--- src/rtl/bvm_bus_master.sv ---
// BVM-A option-slot bus initiator: turns single-byte register requests into
// SYNC/CMD/REG/DATA frames, captures card read data and synchronises int_x.
module bvm_bus_master #(
  parameter int unsigned HALF_CLKS = 25,
  parameter int unsigned GAP_BEATS = 2
) (
  input  logic       clk_50mhz_in,
  input  logic       reset_x,
  input  logic       req_valid,
  output logic       req_ready,
  input  logic       req_write,
  input  logic       req_init,
  input  logic [7:0] req_cmd,
  input  logic [7:0] req_reg,
  input  logic [7:0] req_wdata,
  output logic       rsp_valid,
  output logic [7:0] rsp_rdata,
  output logic       busy,
  output logic       irq_pending,
  output logic       clk_rw,
  output logic       ax_d,
  output logic       r_wx,
  output logic       slot_x_int_x,
  output logic [7:0] data_out_x,
  output logic       data_oe_x,
  input  logic [7:0] data_in_x,
  input  logic       int_x
);

  localparam int unsigned HW = (HALF_CLKS > 1) ? $clog2(HALF_CLKS) : 1;
  localparam int unsigned BW = (GAP_BEATS > 1) ? $clog2(GAP_BEATS) : 1;
  localparam logic [HW-1:0] HALF_LAST = HW'(HALF_CLKS - 1);
  localparam logic [BW-1:0] BEAT_LAST = BW'((GAP_BEATS > 0) ? GAP_BEATS - 1 : 0);

  typedef enum logic [2:0] {
    S_IDLE, S_SYNC, S_CMD, S_REG, S_DATA, S_GAP
  } state_t;

  state_t        state_q, state_d;
  logic [HW-1:0] half_q;
  logic          high_q;
  logic [BW-1:0] beat_q;
  logic          ready_en_q;
  logic          write_q, init_q;
  logic [7:0]    cmd_q, reg_q, wdata_q;
  logic          irq_meta_q;
  logic          half_end, beat_end, accept, in_frame;

  assign req_ready = (state_q == S_IDLE) && ready_en_q;
  assign accept    = req_valid && req_ready;
  assign half_end  = (half_q == HALF_LAST);
  assign beat_end  = half_end && high_q;
  assign in_frame  = (state_q == S_SYNC) || (state_q == S_CMD) ||
                     (state_q == S_REG)  || (state_q == S_DATA);
  assign busy      = (state_q != S_IDLE);

  always_comb begin
    state_d = state_q;
    case (state_q)
      S_IDLE: if (accept)   state_d = S_SYNC;
      S_SYNC: if (beat_end) state_d = S_CMD;
      S_CMD:  if (beat_end) state_d = S_REG;
      S_REG:  if (beat_end) state_d = S_DATA;
      S_DATA: if (beat_end) state_d = (GAP_BEATS == 0) ? S_IDLE : S_GAP;
      S_GAP:  if (beat_end && (beat_q == BEAT_LAST)) state_d = S_IDLE;
      default: state_d = S_IDLE;
    endcase
  end

  always_ff @(posedge clk_50mhz_in or negedge reset_x) begin
    if (!reset_x) begin
      state_q     <= S_IDLE;
      half_q      <= '0;
      high_q      <= 1'b0;
      beat_q      <= '0;
      ready_en_q  <= 1'b0;
      write_q     <= 1'b0;
      init_q      <= 1'b0;
      cmd_q       <= '0;
      reg_q       <= '0;
      wdata_q     <= '0;
      rsp_valid   <= 1'b0;
      rsp_rdata   <= '0;
      irq_meta_q  <= 1'b0;
      irq_pending <= 1'b0;
    end else begin
      state_q    <= state_d;
      ready_en_q <= 1'b1;
      // Half/beat counters free-run only outside IDLE; beat boundaries wrap them to 0.
      if (state_q == S_IDLE) begin
        half_q <= '0;
        high_q <= 1'b0;
        beat_q <= '0;
      end else begin
        half_q <= half_end ? '0 : half_q + 1'b1;
        if (half_end) high_q <= ~high_q;
        if ((state_q == S_GAP) && beat_end) beat_q <= beat_q + 1'b1;
      end
      if (accept) begin
        write_q <= req_write;
        init_q  <= req_init;
        cmd_q   <= req_cmd;
        reg_q   <= req_reg;
        wdata_q <= req_wdata;
      end
      rsp_valid <= (state_q == S_DATA) && beat_end;
      if ((state_q == S_DATA) && !write_q && !high_q && half_end)
        rsp_rdata <= ~data_in_x;
      else if ((state_q == S_DATA) && write_q && beat_end)
        rsp_rdata <= '0;
      irq_meta_q  <= ~int_x;
      irq_pending <= irq_meta_q;
    end
  end

  always_comb begin
    clk_rw       = 1'b1;
    ax_d         = 1'b1;
    r_wx         = 1'b1;
    data_oe_x    = 1'b1;
    data_out_x   = '1;
    slot_x_int_x = 1'b1;
    if (in_frame) begin
      clk_rw       = high_q;
      slot_x_int_x = ~init_q;
      data_oe_x    = 1'b0;
      ax_d         = 1'b0;
      r_wx         = 1'b0;
    end
    case (state_q)
      S_SYNC: begin
        r_wx       = 1'b1;
        data_out_x = '0;
      end
      S_CMD: data_out_x = ~cmd_q;
      S_REG: data_out_x = ~reg_q;
      S_DATA: begin
        ax_d = 1'b1;
        if (write_q) begin
          data_out_x = ~wdata_q;
        end else begin
          r_wx      = 1'b1;
          data_oe_x = 1'b1;
        end
      end
      default: ;
    endcase
  end

endmodule
--- config.mk ---
export PLATFORM = sky130hd
export DESIGN_NAME = bvm_bus_master
export DESIGN_NICKNAME = d
export VERILOG_FILES = /design/src/rtl/bvm_bus_master.sv
export SDC_FILE = /design/constraint.sdc
export NUM_CORES = 1
export LEC_CHECK = 0
export ABC_CLOCK_PERIOD_IN_PS = 2320
export CORE_ASPECT_RATIO = 2
export CORE_MARGIN = 4
export CORE_UTILIZATION = 48
export DETAILED_ROUTE_END_ITERATION = 6
export PLACE_DENSITY = 0.79
export SYNTH_ARGS = -nofsm -noshare
export SYNTH_HDL_FRONTEND = slang
export SYNTH_SLANG_ARGS = --single-unit
--- constraint.sdc ---
create_clock -name clk_50mhz_in -period 2.32 [get_ports clk_50mhz_in]
set_clock_uncertainty 0.15 [all_clocks]
set_input_delay 0.464 -clock clk_50mhz_in [delete_from_list [all_inputs] [get_ports clk_50mhz_in]]
set_output_delay 0.464 -clock clk_50mhz_in [all_outputs]
set_load 0.05 [all_outputs]
==> summary.txt <==
Status
  – Status: finished, final reports clean

Clock network
  – CTS tree: built
  – Total CTS buffers: 5
  – H-tree levels: 2
  – Clk slew on worst S/H paths: 0.10 ns
  – TritonCTS Sinks: 48
  – Clk buf depth: 2
  – Clk root buf: clkbuf_8
  – Worst-skew pair later-pin latency: 0.30 ns

Synth
  – Top_reg_cell synth: dfrtp_1
  – Synth Area in Compound Gates: 0.124
  – Post-synthesis cell area: around 2400 sq um
  – Synth async-reset ratio: 1.00
  – Synth warnings: 0
  – Mux cell area share after synthesis: 0.168
  – Number of flops mapped to enable cells by yosys: 0
  – Register area share after synthesis: 0.505
  – Simple-gate portion of the synthesized area: 0.109
  – Synth cell types: 43
  – Largest family of logic cells by synthesized area: multiplexers
  – Seq cells post-synth: 48
  – Mapped Nets: ~240
  – XOR/XNOR share of the synthesized area: 0.0221
  – Mapped Cells: ~200
  – Synth Area in Adders: 0.0105
  – Syn Area/Cell: 12.2 sq um

GRT
  – Pin count of the biggest net entering global routing: 37
  – Total GRT Usage: 0.181
  – First-pass GRT wire length: 8560 um
  – Initial antenna violation count: 0
  – Total gr overflow: 0
  – Vias in the first global route: 1797

Timing
  – Hold Fails Final Rpt: 0
  – Slew margin rel.: 0.458
  – Fin Setup TNS: 0 ns
  – Slew @ Worst Pin: just over 0.8 ns
  – Crit share post-route: 0.967
  – Final Max Tran Viols: 0
  – Minimum clock period: ~2.2 ns
  – RSZ-0062 raised after global routing: false
  – Finish-stage setup viols: 0
  – Max Freq: 446 MHz
  – Worst hold slack: 0.0945 ns

Final layout
  – Syn-to-layout area delta: 37.8%
  – N_diodes: 0
  – Fin nets: 306
  – Design area: ~3300 sq um
  – Layout cells sized above 1: 0.286

Floorplan
  – # rows: 36
  – IO Pins: 63
  – Core area: 4820 sq um
  – Vert. Die Dim: 108 um
  – Starting Density: 0.493
  – Die area: 6210 sq um
  – Die Width: 57.8 um

Critical path
  – Critical Path, Cell by Cell: nor3_4 -> buf_12 -> a21oi_1 -> o22a_1 -> buf_6
  – Crit path max fanout: 10
  – Worst Path Required: roughly 1.7 ns
  – Critical Path Max Stage Delay: roughly 0.52 ns
  – Critical Path End Type: primary output
  – Worst Setup Start Kind: flop
  – Worst path arrival time: 1.63 ns
  – Slowest CP cell: dfrtp_2
  – WS Path Type: flop to primary output

Power
  – Leak: 1.49 nW
  – Pwr/cell area: 1060 nW/um^2
  – Worst VDD drop: 1250 uV

Placed design
  – Post-DP Area: 3090 sq um
  – RePlAce Congestion: 0.792
  – Post-detail-place hpwl: 4030 um
  – IO buf count: 62

Route
  – DR pass1 iterations: 4
  – Residual DRC: 0
  – Vias per cell: approximately 5.4
  – Wire length per cell: around 16 um
  – Via count of the routed design: ~1800
  – DR iter-0 viols: 32
  – ANT nets after route: 0
  – Routed WL: 5260 um

Min path
  – Path category of the worst min-delay check: input port to async pin

Run
  – Max-cap viol count: 0
cell usage after synthesis (2+ instances only):
master,number,area (sq um)
o311ai_0,8,70.1
mux2_4,18,270
nor3_4,2,32.5
clkbuf_1,2,7.51
o22a_1,8,70.1
xnor2_1,4,35.0
xor2_1,2,17.5
mux2_2,7,78.8
nor2_1,11,41.3
nand3_1,3,15.0
dfrtp_1,48,1200
buf_4,2,15.0
nor2b_1,2,12.5
nand2_1,19,71.3
buf_2,3,15.0
inv_1,8,30.0
buf_12,3,60.1
a21oi_1,9,45.0
mux2i_1,5,50.1
a22oi_1,3,22.5
o21ai_0,5,25.0
ha_1,2,25.0
layout by cell type (no fill, tap or decap), types with 7 or more instances in the layout:
cell type | netlist | layout
o22a_1 | 8 | 8
mux2_2 | 7 | 7
o311ai_0 | 8 | 8
nor2_1 | 11 | 10
dfrtp_1 | 48 | 46
nand2_1 | 19 | 19
buf_12 | 3 | 8
a21oi_1 | 9 | 9
buf_4 | 2 | 17
clkdlybuf4s50_1 | 0 | 46
mux2_4 | 18 | 18
sequential cells by signal, indices dropped and copies added, names as in the netlist, 3 cells and up:
name,cells
cmd_q,8
rsp_rdata,8
state_q,3
half_q,5
reg_q,8
wdata_q,8
critical path, delay by kind of cell, from the launching register on:
kind / cells / cell delay (ns)
buffers and inverters: 2 / 0.31
flip-flops: 1 / 0.52
AND/OR/NAND/NOR: 1 / 0.23
AO/OA/AOI/OAI: 2 / 0.27
metal layers:
layer,GRT usage,share of wire,vias up
li1,-,-,830
met1,0.197,0.36,868
met2,0.337,0.57,49
met3,0.0348,0.044,9
met4,0.0580,0.020,0
met5,0,0,-
worst paths after layout:
check                           cells after the start  slack [ns]            end  startpoint
worst max-delay path                                5        0.08  data_out_x[6]  state_q[0]
worst min-delay path                                1        0.09       cmd_q[0]     reset_x
worst max register to register                      5        0.32   rsp_rdata[0]   half_q[0]
worst min register to register                      0        0.21    irq_pending  irq_meta_q
max in group asynchronous                           2        1.29       reg_q[3]     reset_x
min in group clk_50mhz_in                           0        0.21    irq_pending  irq_meta_q
metrics by stage:
stage / setup WS, ns / power [mW] / util / cells
after global placement: 0.153 / 2.75 / 0.641 / 313
after global routing: 0.000987 / 3.66 / 0.680 / 323
after CTS: 0.0151 / 3.46 / 0.675 / 322
after detailed placement: 0.131 / 2.76 / 0.641 / 313
final: 0.0775 / 3.49 / 0.680 / 323
after floorplan: 0.0729 / 2.24 / - / 195
power by group:
part	internal (mW)	switching (mW)
Sequential	0.992	0.143
Combinational	0.710	0.947
Clock	0.424	0.270
what timing repair did:
action	4_1_cts	5_1_grt
buffers inserted	2	1
setup endpoints to repair	12	10
pin swaps	1	1
hold buffers	0	0
gates resized for setup	2	7
cell type report:
cell class,instances,area [sq um]
inverters,8,30.0
well taps,57,71.3
fillers,344,1540
clock inverters,2,60.1
repair buffers,76,798
multi-input cells,127,1040
flip-flops and latches,48,1200
clock buffers,5,68.8
cells by family after synthesis:
kind of cell,count (synthesis)
flops,48
mux,30
compound gates,40
buf+inv,20
other cells,1
xor+xnor,6
fa+ha+maj,2
simple gates,48
Power figures use the tool's default switching activity.
